--- config.mk ---
export PLATFORM = sky130hd
export DESIGN_NAME = uart_tx_fifo
export DESIGN_NICKNAME = d
export VERILOG_FILES = /design/src/rtl/uart_tx_fifo.sv
export SDC_FILE = /design/constraint.sdc
export NUM_CORES = 1
export LEC_CHECK = 0
export BUFFER_PORTS_ARGS = -buffer_cell sky130_fd_sc_hd__buf_4
export CAP_MARGIN = 10
export CORE_UTILIZATION = 55
export CTS_CLUSTER_SIZE = 14
export DETAILED_ROUTE_END_ITERATION = 7
export PLACE_DENSITY_LB_ADDON = 0.2
export SLEW_MARGIN = 20
export SYNTH_ARGS = -nofsm -noshare
export SYNTH_HDL_FRONTEND = slang
export SYNTH_SLANG_ARGS = --single-unit
--- constraint.sdc ---
create_clock -name clk -period 2.75 [get_ports clk]
set_input_delay 0.1375 -clock clk [delete_from_list [all_inputs] [get_ports clk]]
set_output_delay 0.1375 -clock clk [all_outputs]
set_load 0.02 [all_outputs]
--- src/rtl/uart_tx_fifo.sv ---
// -----------------------------------------------------------------------------
// uart_tx_fifo
// Transmit-side byte buffer placed directly upstream of uart_tx. Bytes written
// by the host are queued in a circular RAM and handed to uart_tx one at a time.
// Each byte is presented on tx_data one cycle before a single-cycle ready
// strobe. The next byte is not started until uart_tx has raised tdre (stop bit)
// and then dropped it again (back in idle).
//
// Parameters
//   DEPTH_LOG2 : log2 of FIFO depth (default 4 -> 16 entries)
//   WIDTH      : data width, must match uart_tx tx_data
//
// Ports
//   clk      in   1             system clock, rising edge
//   clr_n    in   1             asynchronous active-low reset
//   wr_en    in   1             host write strobe, one byte per cycle
//   wr_data  in   WIDTH         host byte
//   full     out  1             FIFO full, writes ignored while high
//   empty    out  1             FIFO empty
//   level    out  DEPTH_LOG2+1  number of stored bytes
//   busy     out  1             high whenever the FSM is not idle
//   tdre     in   1             from uart_tx, high during the stop bit
//   ready    out  1             to uart_tx, one-cycle start strobe
//   tx_data  out  WIDTH         to uart_tx, byte to send
//
// Optional feature (macro UART_TX_FIFO_OVF_EN):
//   ovf      out  1             sticky overflow flag, set after wr_en while full
//   ovf_clr  in   1             clears ovf (a coincident overflow wins)
// -----------------------------------------------------------------------------
module uart_tx_fifo #(
  parameter int DEPTH_LOG2 = 4,
  parameter int WIDTH      = 8
) (
  input  logic                  clk,
  input  logic                  clr_n,
  input  logic                  wr_en,
  input  logic [WIDTH-1:0]      wr_data,
  output logic                  full,
  output logic                  empty,
  output logic [DEPTH_LOG2:0]   level,
  output logic                  busy,
  input  logic                  tdre,
  output logic                  ready,
  output logic [WIDTH-1:0]      tx_data
`ifdef UART_TX_FIFO_OVF_EN
  ,
  output logic                  ovf,
  input  logic                  ovf_clr
`endif
);

  localparam int                 DEPTH   = 1 << DEPTH_LOG2;
  localparam logic [DEPTH_LOG2:0] C_DEPTH = (DEPTH_LOG2+1)'(DEPTH);
  localparam logic [DEPTH_LOG2:0] C_ONE   = (DEPTH_LOG2+1)'(1);

  typedef enum logic [2:0] {
    S_IDLE,
    S_LOAD,
    S_STROBE,
    S_WAIT_DONE,
    S_WAIT_IDLE
  } state_t;

  state_t                  r_state;
  state_t                  w_next;
  logic [WIDTH-1:0]        r_mem [DEPTH];
  logic [DEPTH_LOG2-1:0]   r_wr_ptr;
  logic [DEPTH_LOG2-1:0]   r_rd_ptr;
  logic [DEPTH_LOG2:0]     r_level;
  logic [DEPTH_LOG2:0]     w_level_nxt;
  logic                    r_full;
  logic                    r_empty;
  logic [WIDTH-1:0]        r_tx_data;
  logic                    w_push;
  logic                    w_pop;

  // Admission uses the registered full flag only; a pop in the same cycle
  // does not make room for a write that arrives while full.
  assign w_push = wr_en && !r_full;
  assign w_pop  = (r_state == S_STROBE);

  always_comb begin
    w_level_nxt = r_level;
    case ({w_push, w_pop})
      2'b10:   w_level_nxt = r_level + C_ONE;
      2'b01:   w_level_nxt = r_level - C_ONE;
      default: w_level_nxt = r_level;
    endcase
  end

  // Storage RAM carries data only, so it has no reset.
  always_ff @(posedge clk) begin
    if (w_push) r_mem[r_wr_ptr] <= wr_data;
  end

  always_ff @(posedge clk or negedge clr_n) begin
    if (!clr_n) begin
      r_wr_ptr <= '0;
      r_rd_ptr <= '0;
      r_level  <= '0;
      r_full   <= 1'b0;
      r_empty  <= 1'b1;
    end else begin
      if (w_push) r_wr_ptr <= r_wr_ptr + 1'b1;
      if (w_pop)  r_rd_ptr <= r_rd_ptr + 1'b1;
      r_level <= w_level_nxt;
      r_full  <= (w_level_nxt == C_DEPTH);
      r_empty <= (w_level_nxt == '0);
    end
  end

  always_ff @(posedge clk or negedge clr_n) begin
    if (!clr_n) r_state <= S_IDLE;
    else        r_state <= w_next;
  end

  // tdre is only looked at in the two wait states, so an unknown value from
  // a freshly reset uart_tx cannot disturb the other states.
  always_comb begin
    w_next = r_state;
    case (r_state)
      S_IDLE:      if (!r_empty) w_next = S_LOAD;
      S_LOAD:      w_next = S_STROBE;
      S_STROBE:    w_next = S_WAIT_DONE;
      S_WAIT_DONE: if (tdre)     w_next = S_WAIT_IDLE;
      S_WAIT_IDLE: if (!tdre)    w_next = S_IDLE;
      default:     w_next = S_IDLE;
    endcase
  end

  // The head byte is captured on the edge that enters LOAD so that tx_data is
  // stable for the whole LOAD cycle, a full cycle before ready rises. The
  // entry is not popped until STROBE, so a write can never overwrite it here.
  always_ff @(posedge clk or negedge clr_n) begin
    if (!clr_n)                           r_tx_data <= '0;
    else if (r_state == S_IDLE && !r_empty) r_tx_data <= r_mem[r_rd_ptr];
  end

`ifdef UART_TX_FIFO_OVF_EN
  logic r_ovf;

  always_ff @(posedge clk or negedge clr_n) begin
    if (!clr_n)               r_ovf <= 1'b0;
    else if (wr_en && r_full) r_ovf <= 1'b1;
    else if (ovf_clr)         r_ovf <= 1'b0;
  end

  assign ovf = r_ovf;
`endif

  assign full    = r_full;
  assign empty   = r_empty;
  assign level   = r_level;
  assign busy    = (r_state != S_IDLE);
  assign ready   = (r_state == S_STROBE);
  assign tx_data = r_tx_data;

endmodule

==> results by group <==
Global route
  – Initial antenna violation count: 0
  – First-pass GRT wire length: 18400 um
  – Number of global-route vias before repair: 3357
  – Largest net degree at the start of global routing: 35
  – Tot GR Track Use: 22.41%
  – Grt total ovfl: 0

Place
  – Gpl congestion: 0.8046
  – Setup WS pre-CTS: 0.2506 ns
  – IO Port Bufs: 28
  – Placed cell count: 527
  – DP Area: 6751 um2
  – Hpwl dp: 7750 um

Critical path
  – Arrival time at the worst endpoint: 2.87 ns
  – CP Capture Type: register
  – Required @ worst endpoint: 3.08 ns
  – Crit path kind: reg2reg
  – Startpoint Class: register
  – RR Startpoint: r_state[0]$_DFFE_PN0P_
  – Crit Path Max Fanout: 9
  – Reg2Reg Capture Point: full$_DFF_PN0_
  – R2R depth: 9
  – R2r setup slk: 0.21 ns

Yosys
  – Synth area leader: edfxtp_1
  – Mapped cell area: 6221 um2
  – Synth cell types: 42
  – Synth top area cells: edfxtp_1 (62%), mux4_2 (11%), dfrtp_1 (10%)
  – Synth warnings: 0
  – Synth Register Bits: 154
  – Top cell type's share of synthesized area: 61.79%
  – Mapped Nets: 373
  – Seq/Total Area, Yosys: 72.26%
  – Syn Inst Count: 353
  – Syn avg cell area: 17.62 um2

Timing
  – Total negative slack: 0 ns
  – Relative slew margins: 57.80%
  – Post-route clock period utilization: 92.30%
  – Fin. max-slew vios: 0
  – RSZ-0062 raised after global routing: no
  – F_max: 394.0 MHz
  – Hold slack final: 0.02618 ns
  – Worst slew pin tran: 0.6272 ns
  – Final setup vio count: 0
  – Final WS setup: 0.2116 ns
  – Min Tclk post-route: 2.538 ns
  – Setup Skew: 0.009587 ns
  – Fin. Hold Viols: 0

Drt
  – DRC: 0
  – Vias per cell: 5.906
  – Drt first pass iters: 4
  – Initial DRC count: 249
  – Via Count: 3313
  – Avg WL per Cell: 21.05 um
  – DRT antenna net count: 0
  – Final WL: 11810 um

Clock tree
  – CTS buffer count: 17
  – CTS Buffer Depth: 2
  – H-tree levels: 4
  – CTS sink count: 154
  – CTS tree: yes
  – Gates resized, CTS repair: 0
  – Postcts setup bufs: 0
  – Clk pin slew, worst setup/hold paths: 0.07 ns
  – Root Driver: clkbuf_16
  – Clock Latency Late Sink: 0.41 ns

Final layout
  – Layout cell share with drive strength beyond 1: 29.45%
  – Nets: 428
  – Number of antenna repair diodes: 0
  – Final instance area: 7331 um2
  – Most frequent cells in the layout: edfxtp_1 (128), buf_4 (50), mux4_2 (30)
  – Area grow syn2layout: 17.84%
  – Fillers: 726
  – Final non-filler cell total: 561
  – Commonest non-fill, non-tap cell in the layout: edfxtp_1

Power and ir drop
  – Leakage: 2.609 nW
  – Maximum vdd ir drop: 0.0008019 V
  – Pwr dens: 1087 nW/um2

Floorplan
  – Core Region: 10940 um2
  – Die ar.: 11740 um2
  – Row cnt: 38
  – I/O pin count: 29
  – Chip Height: 108.4 um
  – Die X: 108.4 um
  – Initial Utilization: 56.89%

Run
  – Max cap viols: 0

Status
  – Status: finished, final reports clean

Hold path
  – Hold endpoint: r_mem[5][1]$_DFFE_PP_
  – Hold Crit Depth: 1
  – Hold path start: wr_data[1]
  – Hold Path Class: in2reg
stage by stage:
| step | total power, W | util, % |
|---|---|---|
| CTS | 0.008035 | 67.04 |
| global placement | 0.005788 | 61.74 |
| global route | 0.008386 | 67.04 |
| finish | 0.007967 | 67.04 |
| floorplan | 0.005005 | - |
| detailed placement | 0.005866 | 61.74 |
where the power goes:
group          total, W  switching (W)  internal [W]
clock           0.00216       0.000972       0.00119
combinational   0.00250        0.00129       0.00121
sequential      0.00331       0.000382       0.00292
timing repair:
item,in CTS,in global routing
hold endpoints to repair,27,0
hold buffers,2,0
endpoints found under the setup margin,0,0
cells by family (layout without fill, tap and decap cells):
logic type / after synthesis / in the layout / share of synthesized area (%)
flip-flops: 154 / 154 / 72.26
AND/OR/NAND/NOR: 73 / 73 / 5.551
multiplexers: 50 / 50 / 14.12
AO/OA/AOI/OAI: 33 / 33 / 3.299
buffers and inverters: 24 / 92 / 1.609
XOR/XNOR: 11 / 11 / 1.549
adder cells (fa/ha/maj): 8 / 8 / 1.609
registers in the layout (all words and copies together), names as in the netlist:
register,cells
r_mem,128
tx_data,8
level,5
r_rd_ptr,4
r_wr_ptr,4
r_state,3
empty,1
full,1
worst max-delay path, cell delays in order (launching register included):
cell	delay [ns]
dfrtp_1	0.47
nor3b_4	0.25
ha_2	0.29
xor2_1	0.17
ha_2	0.21
nor2_2	0.04
a221o_1	0.31
a2111oi_2	0.25
xor2_1	0.25
nor3b_2	0.20
how the worst max path moves through the flow:
stage                                       from              to  slack, ns  cells past startpoint
final                     r_state[0]$_DFFE_PN0P_  full$_DFF_PN0_       0.21                      9
after floorplan           r_state[2]$_DFFE_PN0P_  full$_DFF_PN0_       0.07                     11
after global placement    r_state[0]$_DFFE_PN0P_  full$_DFF_PN0_       0.35                      9
after CTS                 r_state[0]$_DFFE_PN0P_  full$_DFF_PN0_       0.22                      9
after detailed placement  r_state[0]$_DFFE_PN0P_  full$_DFF_PN0_       0.25                      9
after global routing      r_state[0]$_DFFE_PN0P_  full$_DFF_PN0_       0.01                      9
layout make-up:
| class | instances | area (um2) | area share (%) |
|---|---|---|---|
| clock inverter | 15 | 133.9 | 1.826 |
| tap | 140 | 175.2 | 2.389 |
| timing repair buffer | 54 | 435.4 | 5.940 |
| sequential | 154 | 4497 | 61.34 |
| inverter | 6 | 22.52 | 0.3072 |
| clock buffer | 17 | 425.4 | 5.803 |
| multi-input combinational | 175 | 1642 | 22.39 |
per-layer routing:
layer	up-vias	GRT usage, %	part of all wire [%]
li1	1482	-	-
met5	-	0	0
met3	14	5.606	5.1
met1	1723	30.72	44
met4	0	7.336	1.4
met2	94	35.62	50
cells in the mapped netlist, drive strengths merged:
| cell | count |
|---|---|
| o31ai | 2 |
| o2111ai | 1 |
| nor3b | 2 |
| mux2 | 2 |
| o311a | 1 |
| dfstp | 1 |
| inv | 6 |
| and2 | 1 |
| edfxtp | 128 |
| a21oi | 11 |
| nor4 | 1 |
| nor2b | 4 |
| o21ai | 12 |
| nand2b | 4 |
| a21boi | 1 |
| mux2i | 18 |
| mux4 | 30 |
| or4 | 1 |
| a31oi | 1 |
| nand2 | 16 |
| nor2 | 30 |
| xnor2 | 7 |
| buf | 7 |
| and3 | 1 |
| a311oi | 1 |
| clkbuf | 11 |
| or2 | 1 |
| a221o | 1 |
| dfrtp | 25 |
| nor4b | 1 |
| nor3 | 7 |
| ha | 8 |
| nand4 | 2 |
| xor2 | 4 |
| nand3 | 1 |
| a2111oi | 2 |
| or3 | 1 |
(Power assumes the default switching activity.)
